### src/rtl/sprite_blitter_if.sv
// Bus bundle between the CPU execute stage, main memory, the VDP command port
// and the sprite blitter. The blitter uses the slave view; the environment
// (CPU, memory, VDP) uses the master view.
interface sprite_blitter_if;
   // CPU draw request
   logic        start;
   logic [7:0]  vx;
   logic [7:0]  vy;
   logic [3:0]  n;
   logic [11:0] iAddr;
   // CPU status / result
   logic        busy;
   logic        done;
   logic        collision;
   // main-memory read port
   logic [11:0] memAddr;
   logic        memRead;
   logic [7:0]  memData;
   // VDP command port
   logic [2:0]  cmd;
   logic [7:0]  cmdData;
   logic        spriteHit;

   modport slave (
      input  start, vx, vy, n, iAddr, memData, spriteHit,
      output busy, done, collision, memAddr, memRead, cmd, cmdData
   );

   modport master (
      output start, vx, vy, n, iAddr, memData, spriteHit,
      input  busy, done, collision, memAddr, memRead, cmd, cmdData
   );
endinterface

### src/rtl/sprite_blitter.sv
// CHIP-8 DXYN sprite blitter: fetches N sprite rows from memory, issues
// SETX / SETY / XOR_BYTE triplets to the VDP and ORs the VDP hit flag into
// a single collision result. All outputs are registered and track the state
// register, so each output is valid in the cycle its state is occupied.
module sprite_blitter #(
   parameter int SCREEN_W    = 64,
   parameter int SCREEN_H    = 32,
   parameter int HIT_LATENCY = 2
) (
   input logic             clk,
   input logic             reset,
   sprite_blitter_if.slave bus
);

   typedef enum logic [3:0] {
      S_IDLE, S_CHECK, S_FETCH, S_WAIT, S_SETX, S_SETY, S_XOR, S_HIT, S_DONE
   } state_t;

   localparam logic [2:0]      CMD_NONE = 3'd0;
   localparam logic [2:0]      CMD_SETX = 3'd1;
   localparam logic [2:0]      CMD_SETY = 3'd2;
   localparam logic [2:0]      CMD_XOR  = 3'd3;
   localparam int              HCW      = (HIT_LATENCY > 1) ? $clog2(HIT_LATENCY) : 1;
   localparam logic [HCW-1:0]  HIT_LAST = HCW'(HIT_LATENCY - 1);
   localparam logic [7:0]      X_MASK   = 8'(SCREEN_W - 1);
   localparam logic [7:0]      Y_MASK   = 8'(SCREEN_H - 1);
   localparam logic [8:0]      H_LIMIT  = 9'(SCREEN_H);

   state_t           state_q, state_d;
   logic [7:0]       x0_q, x0_d;
   logic [7:0]       y0_q, y0_d;
   logic [3:0]       n_q, n_d;
   logic [11:0]      base_q, base_d;
   logic [3:0]       row_q, row_d;
   logic [7:0]       byte_q, byte_d;
   logic [HCW-1:0]   hit_cnt_q, hit_cnt_d;
   logic             coll_q, coll_d;
   logic             busy_q, busy_d;
   logic             done_q, done_d;
   logic             mem_read_q, mem_read_d;
   logic [11:0]      mem_addr_q, mem_addr_d;
   logic [2:0]       cmd_q, cmd_d;
   logic [7:0]       cmd_data_q, cmd_data_d;
   logic [8:0]       cur_y_s;

   // 9-bit screen row of the current sprite row, so bottom-edge clipping cannot wrap
   assign cur_y_s = {1'b0, y0_q} + {5'd0, row_q};

   // Next-state, latch updates and next registered output values
   always_comb begin
      state_d    = state_q;
      x0_d       = x0_q;
      y0_d       = y0_q;
      n_d        = n_q;
      base_d     = base_q;
      row_d      = row_q;
      byte_d     = byte_q;
      hit_cnt_d  = hit_cnt_q;
      coll_d     = coll_q;
      done_d     = 1'b0;
      mem_read_d = 1'b0;
      mem_addr_d = mem_addr_q;
      cmd_d      = CMD_NONE;
      cmd_data_d = 8'd0;
      case (state_q)
         S_IDLE: begin
            if (bus.start) begin
               x0_d    = bus.vx & X_MASK;
               y0_d    = bus.vy & Y_MASK;
               n_d     = bus.n;
               base_d  = bus.iAddr;
               row_d   = 4'd0;
               coll_d  = 1'b0;
               state_d = S_CHECK;
            end else begin
               state_d = S_IDLE;
            end
         end
         S_CHECK: begin
            if ((row_q == n_q) || (cur_y_s >= H_LIMIT)) begin
               done_d  = 1'b1;
               state_d = S_DONE;
            end else begin
               mem_read_d = 1'b1;
               mem_addr_d = base_q + {8'd0, row_q};
               state_d    = S_FETCH;
            end
         end
         S_FETCH: begin
            state_d = S_WAIT;
         end
         S_WAIT: begin
            byte_d     = bus.memData;
            cmd_d      = CMD_SETX;
            cmd_data_d = x0_q;
            state_d    = S_SETX;
         end
         S_SETX: begin
            cmd_d      = CMD_SETY;
            cmd_data_d = cur_y_s[7:0];
            state_d    = S_SETY;
         end
         S_SETY: begin
            cmd_d      = CMD_XOR;
            cmd_data_d = byte_q;
            hit_cnt_d  = {HCW{1'b0}};
            state_d    = S_XOR;
         end
         S_XOR: begin
            state_d = S_HIT;
         end
         S_HIT: begin
            coll_d = coll_q | bus.spriteHit;
            if (hit_cnt_q == HIT_LAST) begin
               hit_cnt_d = {HCW{1'b0}};
               row_d     = row_q + 4'd1;
               state_d   = S_CHECK;
            end else begin
               hit_cnt_d = hit_cnt_q + HCW'(1);
               state_d   = S_HIT;
            end
         end
         S_DONE: begin
            state_d = S_IDLE;
         end
         default: begin
            state_d = S_IDLE;
         end
      endcase
      busy_d = (state_d != S_IDLE);
   end

   // State, latches and registered outputs; reset aborts any draw in progress
   always_ff @(posedge clk or negedge reset) begin
      if (!reset) begin
         state_q    <= S_IDLE;
         x0_q       <= 8'd0;
         y0_q       <= 8'd0;
         n_q        <= 4'd0;
         base_q     <= 12'd0;
         row_q      <= 4'd0;
         byte_q     <= 8'd0;
         hit_cnt_q  <= {HCW{1'b0}};
         coll_q     <= 1'b0;
         busy_q     <= 1'b0;
         done_q     <= 1'b0;
         mem_read_q <= 1'b0;
         mem_addr_q <= 12'd0;
         cmd_q      <= CMD_NONE;
         cmd_data_q <= 8'd0;
      end else begin
         state_q    <= state_d;
         x0_q       <= x0_d;
         y0_q       <= y0_d;
         n_q        <= n_d;
         base_q     <= base_d;
         row_q      <= row_d;
         byte_q     <= byte_d;
         hit_cnt_q  <= hit_cnt_d;
         coll_q     <= coll_d;
         busy_q     <= busy_d;
         done_q     <= done_d;
         mem_read_q <= mem_read_d;
         mem_addr_q <= mem_addr_d;
         cmd_q      <= cmd_d;
         cmd_data_q <= cmd_data_d;
      end
   end

   assign bus.busy      = busy_q;
   assign bus.done      = done_q;
   assign bus.collision = coll_q;
   assign bus.memRead   = mem_read_q;
   assign bus.memAddr   = mem_addr_q;
   assign bus.cmd       = cmd_q;
   assign bus.cmdData   = cmd_data_q;

endmodule

### src/flat_wrapper.sv
// flat-port wrapper written by rule: the top's interface ports become plain ports
module sprite_blitter_flat 
#(
   parameter int SCREEN_W    = 64,
   parameter int SCREEN_H    = 32,
   parameter int HIT_LATENCY = 2
)
  (clk, reset, bus_start, bus_vx, bus_vy, bus_n, bus_iAddr, bus_memData, bus_spriteHit, bus_busy, bus_done, bus_collision, bus_memAddr, bus_memRead, bus_cmd, bus_cmdData);
  sprite_blitter_if bus_i ();
  input logic clk;
  input logic reset;
  input wire logic [$bits(bus_i.start)-1:0] bus_start;
  input wire logic [$bits(bus_i.vx)-1:0] bus_vx;
  input wire logic [$bits(bus_i.vy)-1:0] bus_vy;
  input wire logic [$bits(bus_i.n)-1:0] bus_n;
  input wire logic [$bits(bus_i.iAddr)-1:0] bus_iAddr;
  input wire logic [$bits(bus_i.memData)-1:0] bus_memData;
  input wire logic [$bits(bus_i.spriteHit)-1:0] bus_spriteHit;
  output wire logic [$bits(bus_i.busy)-1:0] bus_busy;
  output wire logic [$bits(bus_i.done)-1:0] bus_done;
  output wire logic [$bits(bus_i.collision)-1:0] bus_collision;
  output wire logic [$bits(bus_i.memAddr)-1:0] bus_memAddr;
  output wire logic [$bits(bus_i.memRead)-1:0] bus_memRead;
  output wire logic [$bits(bus_i.cmd)-1:0] bus_cmd;
  output wire logic [$bits(bus_i.cmdData)-1:0] bus_cmdData;
  assign bus_i.start = bus_start;
  assign bus_i.vx = bus_vx;
  assign bus_i.vy = bus_vy;
  assign bus_i.n = bus_n;
  assign bus_i.iAddr = bus_iAddr;
  assign bus_i.memData = bus_memData;
  assign bus_i.spriteHit = bus_spriteHit;
  assign bus_busy = bus_i.busy;
  assign bus_done = bus_i.done;
  assign bus_collision = bus_i.collision;
  assign bus_memAddr = bus_i.memAddr;
  assign bus_memRead = bus_i.memRead;
  assign bus_cmd = bus_i.cmd;
  assign bus_cmdData = bus_i.cmdData;
  sprite_blitter #(.SCREEN_W(SCREEN_W), .SCREEN_H(SCREEN_H), .HIT_LATENCY(HIT_LATENCY)) u_core (.clk(clk), .reset(reset), .bus(bus_i));
endmodule
### config.mk
export PLATFORM = sky130hd
export DESIGN_NAME = sprite_blitter_flat
export DESIGN_NICKNAME = d
export VERILOG_FILES = /design/src/rtl/sprite_blitter_if.sv /design/src/rtl/sprite_blitter.sv /design/src/flat_wrapper.sv
export SDC_FILE = /design/constraint.sdc
export NUM_CORES = 1
export LEC_CHECK = 0
export CAP_MARGIN = 20
export CORE_UTILIZATION = 45
export CTS_CLUSTER_SIZE = 16
export DETAILED_ROUTE_END_ITERATION = 6
export PLACE_DENSITY = 0.84
export SYNTH_ARGS = -nofsm -noshare
export SYNTH_HDL_FRONTEND = slang
export SYNTH_SLANG_ARGS = --single-unit
### constraint.sdc
create_clock -name clk -period 2.3 [get_ports clk]
set_input_delay 0.575 -clock clk [delete_from_list [all_inputs] [get_ports clk]]
set_output_delay 0.575 -clock clk [all_outputs]
set_load 0.01 [all_outputs]
==> metrics.md, run 1 <==
| Metric | Value |
|---|---|
| Status | `completed` |
| Worst setup EP type | `flip-flop` |
| Initial antenna violation count | `0` |
| Critical path data required time | `2530 ps` |
| Worst path max stage delay | `380 ps` |
| Final std cells w/o fill | `424` |
| Mapped Avg Cell Area | `12.80 um2` |
| Sequential-to-total area share from yosys stat | `0.5452` |
| Max-cap violations | `0` |
| DR vias | `2134` |
| Hpwl dp | `4252 um` |
| Max Clk Rate | `459.4 MHz` |
| Pwr dens | `1325 nW/um2` |
| Commonest cells in the netlist | `dfrtp_1, mux2_2, nor2_1` |
| Largest net degree at the start of global routing | `71` |
| Slew Limit Fails | `0` |
| Finished Cell Area | `4238 um2` |
| Crit path cell chain | `ha_1 -> a21o_1 -> a2bb2oi_2 -> o41a_1 -> and3_1 -> buf_12 -> mux2_2` |
| Slowest stage cell, crit path | `dfrtp_1` |
| Slew margin rel. | `0.6074` |
| Unrepaired setup endpoints after global routing | `false` |
| Syn nets | `306` |
| Clock Latency Late Sink | `350 ps` |
| P&R area growth vs syn | `31.89%` |
| Avg WL per Cell | `14.37 um` |
| Largest cells by area after synthesis | `dfrtp_1, mux2_2, ha_1` |
| IO Pins | `71` |
| Fraction of registers with async set or reset after synthesis | `1.000` |
| Vias in the first global route | `2180` |
| Buf/Inv on CP | `1` |
| Mapped Area | `3213 um2` |
| # port buffers | `64` |
| Peak supply drop | `0.0004536 V` |
| Main flop type after synthesis | `dfrtp_1` |
| Hold Buf Count CTS | `0` |
| Post-synth EDFFs | `0` |
| Crit path time final | `2177 ps` |
| Detail Route Antenna Nets | `0` |
| Worst-path maximum fanout | `14` |
| Post-placement cell area | `3989 um2` |
| Setup Total Neg Slack | `0 ps` |
| Clock Path Buffers | `2` |
| Residual DRC count | `0` |
| Worst-path clk slew | `80 ps` |
| # rows | `30` |
| Cell taking the most area after synthesis | `dfrtp_1` |
| Synth Warn # | `0` |
| Die Wd | `86.50 um` |
| Cts bufs inserted | `9` |
| Fin crit share | `0.9463` |
| Kind of critical path | `flip-flop to flip-flop` |
| TritonCTS clock tree | `done` |
| Least-Margin Pin Slew | `589.0 ps` |
| Synth top area share | `0.5452` |
| Placed cell count | `408` |
| Placeable Area | `6832 um2` |
| GPL Wtd Cong | `0.8190` |
| Clock Sink Count | `70` |
| GR Overflow Total | `0` |
| Post-synthesis cell count | `251` |
| Synth cell types | `48` |
| Post-CTS setup buffer count | `0` |
| Starting Density | `0.4703` |
| First-pass GRT wire length | `10270 um` |
| Worst Path Arrival | `2410 ps` |
| Total GRT Usage | `0.1843` |
| Share of layout cells above drive strength 1 | `0.2287` |
| WL final | `6093 um` |
| Delay-heaviest family, CP | `compound AO/OA/AOI/OAI gates` |
| Startpoint types | `flip-flop` |
| Detailed Routing Iterations Pass 1 | `4` |
| Chip Height | `86.50 um` |
| H-tree Lvls | `3` |
| Most frequent cell after synthesis | `dfrtp_1` |
| Initial DRC Count | `100` |
| Worst Hold Class | `primary input to async pin` |
| NumNets Final | `378` |
| Setup Viol. Count Final | `0` |
| Die area | `7482 um2` |
| Final Hold Slack | `230.2 ps` |
| ANT cells | `0` |
| Final clock skew | `8.515 ps` |
| Vias per inst | `5.033` |
| Register bit total from synthesis | `70` |
| Root buffer cell | `clkbuf_8` |
| LEAKAGE | `1.864 nW` |
| Final hold viol count | `0` |
==> registers in the layout, indices dropped and copies added (netlist names) <==
signal and cells:
u_core.byte_q 8, u_core.bus.cmd 2, u_core.bus.memRead 1, u_core.state_q 4, u_core.y0_q 5, u_core.base_q 12
u_core.bus.collision 1, u_core.bus.memAddr 12, u_core.hit_cnt_q 1, u_core.x0_q 6, u_core.n_q 4, u_core.bus.busy 1
u_core.bus.cmdData 8, u_core.row_q 4, u_core.bus.done 1
==> power breakdown <==
| group | internal, W | switching, W | total, W |
|---|---|---|---|
| Combinational | 0.00133 | 0.000986 | 0.00231 |
| Sequential | 0.00178 | 0.000386 | 0.00217 |
| Clock | 0.000669 | 0.000466 | 0.00114 |
| Total | 0.00378 | 0.00184 | 0.00562 |
==> cell families after synthesis <==
| logic type | synth area share |
|---|---|
| buffers and inverters | 0.03115 |
| other | 0.001167 |
| and+or+nand+nor | 0.08100 |
| muxes | 0.1690 |
| AOI/OAI and AO/OA | 0.07594 |
| DFF | 0.5452 |
| adders and majority gates | 0.04751 |
| xor gates and xnor gates | 0.04907 |
==> cell type report <==
| cell class | instances | area, um2 |
|---|---|---|
| inverter | 8 | 30.03 |
| multi-input combinational | 163 | 1378 |
| clock inverter | 5 | 81.33 |
| sequential | 70 | 1752 |
| fill | 539 | 2594 |
| timing repair buffer | 71 | 725.7 |
| clock buffer | 11 | 151.4 |
| tap | 96 | 120.1 |
==> final timing paths <==
check | startpoint | end | slack, ps | cells past startpoint
worst max-delay path | u_core.row_q[3]$_DFFE_PN0P_ | u_core.bus.memAddr[2]$_DFFE_PN0P_ | 120 | 7
worst min-delay path | reset | u_core.base_q[8]$_DFFE_PN0P_ | 230 | 2
worst max register to register | u_core.row_q[3]$_DFFE_PN0P_ | u_core.bus.memAddr[2]$_DFFE_PN0P_ | 120 | 7
worst min register to register | u_core.byte_q[0]$_DFFE_PN0P_ | u_core.bus.cmdData[0]$_DFF_PN0_ | 500 | 2
max in group asynchronous | reset | u_core.bus.cmdData[7]$_DFF_PN0_ | 1780 | 2
min in group clk | u_core.byte_q[0]$_DFFE_PN0P_ | u_core.bus.cmdData[0]$_DFF_PN0_ | 500 | 2
==> layout by cell type, fill, tap and decap left out, drive strengths merged, types with 3 or more instances in the layout <==
cell	Yosys	final
a21o	3	3
a21oi	5	5
a22oi	4	4
and2	3	3
and3	5	5
buf	7	8
clkbuf	3	11
clkdlybuf4s50	0	63
dfrtp	70	70
ha	9	9
inv	8	8
mux2	45	45
nand2	12	12
nand4	4	4
nor2	15	15
nor3	3	3
o21ai	8	8
xnor2	6	6
xor2	12	12
==> per-stage QoR <==
step | total power (W) | util | worst slack [ps]
global route | 0.006009 | 0.6203 | 9.877
floorplan | 0.003633 | - | 193.1
global placement | 0.004359 | 0.5839 | 66.19
finish | 0.005616 | 0.6203 | 123.4
CTS | 0.005634 | 0.6179 | 21.51
detailed placement | 0.004472 | 0.5839 | 42.63
==> repair_timing <==
item / 4_1_cts / 5_1_grt
hold endpoints to repair: 0 / 0
resized for setup: 0 / 3
endpoints found under the setup margin: 0 / 11
==> routing by layer <==
metal  global-route usage  wire length, um
met1               0.2300             2708
met2               0.3059             3027
met3              0.04095              248
met4              0.08636              108
met5                    0                0
No activity file was read; power rests on OpenSTA's default activity.
==> run 2: changes to the inputs <==
Settings changed: CAP_MARGIN 20 to 40, CELL_PAD_IN_SITES_DETAIL_PLACEMENT from default to 0, CELL_PAD_IN_SITES_GLOBAL_PLACEMENT from default to 1, CORE_UTILIZATION 45 to 36.
==> run 2 against run 1 <==
Combinational power is essentially flat. Count of clock-buffer cells in the layout unchanged. Core utilization fell by 13 points. Sequential share of layout area is 0.35 points lower. Largest power group unchanged.
==> metrics.md, run 2 (same netlist as run 1, synthesis figures left out) <==
| Metric | Value |
|---|---|
| Placeable Area | `8678 um2 (+27%)` |
| Cts bufs inserted | `9 (unchanged)` |
| Worst-path maximum fanout | `14 (unchanged)` |
| Detailed Routing Iterations Pass 1 | `5 (+1)` |
| Vias in the first global route | `2140 (-1.8%)` |
| Chip Height | `96.48 um (+12%)` |
| Fin crit share | `0.9605 (+0.01422)` |
| # rows | `34 (+13%)` |
| Slew margin rel. | `0.6093 (+0.001993)` |
| Reg2reg path depth | `7 (unchanged)` |
| Residual DRC count | `0 (unchanged)` |
| Final hold viol count | `0 (unchanged)` |
| LEAKAGE | `1.881 nW (+0.88%)` |
| H-tree Lvls | `3 (unchanged)` |
| ANT cells | `0 (unchanged)` |
| Clock Latency Late Sink | `340 ps (about the same)` |
| Reg-to-reg critical path endpoint | `u_core.bus.memAddr[0]$_DFFE_PN0P_` |
| Post-layout util | `0.4925 (-0.1278)` |
| TritonCTS clock tree | `done` |
| Detail Route Antenna Nets | `0 (unchanged)` |
| R2r setup slk | `90 ps (-30 ps)` |
| Startpoint types | `flip-flop` |
| Commonest non-fill, non-tap cell in the layout | `dfrtp_1` |
| Max-cap violations | `0 (unchanged)` |
| Clock Path Buffers | `2 (unchanged)` |
| First-pass GRT wire length | `10100 um (-1.6%)` |
| Clock Sink Count | `70 (unchanged)` |
| Root buffer cell | `clkbuf_8` |
| DR vias | `2120 (-0.66%)` |
| Status | `completed` |
| Worst Path Arrival | `2430 ps (+20 ps)` |
| Die area | `9307 um2 (+24%)` |
| NumNets Final | `381 (+0.79%)` |
| Final clock skew | `6.763 ps (-1.752 ps)` |
| Reg-to-Reg Start | `u_core.row_q[1]$_DFFE_PN0P_` |
| Largest net degree at the start of global routing | `71 (unchanged)` |
| Filler cell count | `795 (+47%)` |
| Initial DRC Count | `73 (-27%)` |
| GPL Wtd Cong | `0.7755 (-5.3%)` |
| WL final | `6150 um (+0.94%)` |
| Share of layout cells above drive strength 1 | `0.2296 (+0.0009487)` |
| Hold Buf Count CTS | `0 (unchanged)` |
| Starting Density | `0.3702 (-0.1001)` |
| Worst setup EP type | `flip-flop` |
| Pwr dens | `1331 nW/um2 (+0.47%)` |
| Avg WL per Cell | `14.01 um (-2.5%)` |
| Crit path time final | `2209 ps (+32.70 ps)` |
| Initial antenna violation count | `0 (unchanged)` |
| IO Pins | `71 (unchanged)` |
| Unrepaired setup endpoints after global routing | `false` |
| Worst Hold Class | `primary input to async pin` |
| # port buffers | `64 (unchanged)` |
| Kind of critical path | `flip-flop to flip-flop` |
| Worst setup margin | `90.74 ps (-32.70 ps)` |
| Max Clk Rate | `452.6 MHz (-1.5%)` |
| Setup Viol. Count Final | `0 (unchanged)` |
| Setup Total Neg Slack | `0 ps (unchanged)` |
| Least-Margin Pin Slew | `586.0 ps (-2.990 ps)` |
| GR Overflow Total | `0 (unchanged)` |
| Worst-path clk slew | `80 ps (about the same)` |
| P&R area growth vs syn | `33.02%` |
| Vias per inst | `4.829 (-4.1%)` |
| Die Wd | `96.48 um (+12%)` |
| Total GRT Usage | `0.1442 (-0.04009)` |
| Place WS | `28.32 ps (-14.31 ps)` |
| Critical path data required time | `2520 ps (about the same)` |
| Final std cells w/o fill | `439 (+3.5%)` |
| Peak supply drop | `0.0004645 V (+2.4%)` |
| Hpwl dp | `4431 um (+4.2%)` |
| Commonest non-fill, non-tap cells in the layout | `dfrtp_1, clkdlybuf4s50_1, mux2_2` |
| Slew Limit Fails | `0 (unchanged)` |
| Placed cell count | `423 (+3.7%)` |
run 2: per-layer routing:
layer / wire (um) / GRT usage
met5: 0 / 0
met4: 87 / 0.06618
met3: 182 / 0.02504
met2: 3016 / 0.2318
met1: 2864 / 0.1896
run 2: worst max-delay path by stage:
stage                                               endpoint  cells past startpoint                         from
after floorplan           u_core.bus.memAddr[10]$_DFFE_PN0P_                      8  u_core.row_q[1]$_DFFE_PN0P_
after global placement     u_core.bus.memAddr[2]$_DFFE_PN0P_                      7  u_core.row_q[1]$_DFFE_PN0P_
after detailed placement   u_core.bus.memAddr[4]$_DFFE_PN0P_                      7  u_core.row_q[1]$_DFFE_PN0P_
after CTS                  u_core.bus.memAddr[2]$_DFFE_PN0P_                      7  u_core.row_q[1]$_DFFE_PN0P_
after global routing       u_core.bus.memAddr[2]$_DFFE_PN0P_                      7  u_core.row_q[1]$_DFFE_PN0P_
final                      u_core.bus.memAddr[0]$_DFFE_PN0P_                      7  u_core.row_q[1]$_DFFE_PN0P_
run 2: critical path, stage by stage, from the launching register on:
cell       delay (ps)
dfrtp_1           390
ha_1              290
a21oi_1           260
a2bb2oi_2         210
o41a_1            210
and3_1            220
buf_12            170
mux2_2            340
run 2: timing repair:
item,4_1_cts,5_1_grt
gates resized for setup,0,2
endpoints found under the hold margin,0,0
setup buffers,0,0
setup endpoints to repair,0,11
run 2: where the power goes:
part / leakage, nW / switching, W / internal, W
sequential: 0.860 / 0.000370 / 0.00178
combinational: 0.901 / 0.000986 / 0.00134
clock: 0.120 / 0.000463 / 0.000752
run 2: per-stage QoR:
step	hold slack, ps	total power (W)	instance area [um2]
5_1_grt	277.1	0.006099	4274
3_3_place_gp	449.8	0.004411	4014
6_report	235.8	0.005690	4274
2_1_floorplan	279.4	0.003633	3213
4_1_cts	254.4	0.005720	4262
3_5_place_dp	458.2	0.004482	4014
run 2: layout make-up:
cell class | count | area, um2 | area share
repair buffers | 74 | 735.7 | 0.1721
clock buffers | 11 | 141.4 | 0.03308
flip-flops and latches | 70 | 1752 | 0.4098
inverters | 8 | 30.03 | 0.007026
multi-input cells | 163 | 1374 | 0.3214
clock inverters | 5 | 106.4 | 0.02488
well taps | 108 | 135.1 | 0.03162
==> run 3: changes to the inputs <==
Settings changed: SLEW_MARGIN from default to 20.
==> results of run 3 <==
Final layout, timing and power as in run 2 (identical DEF).
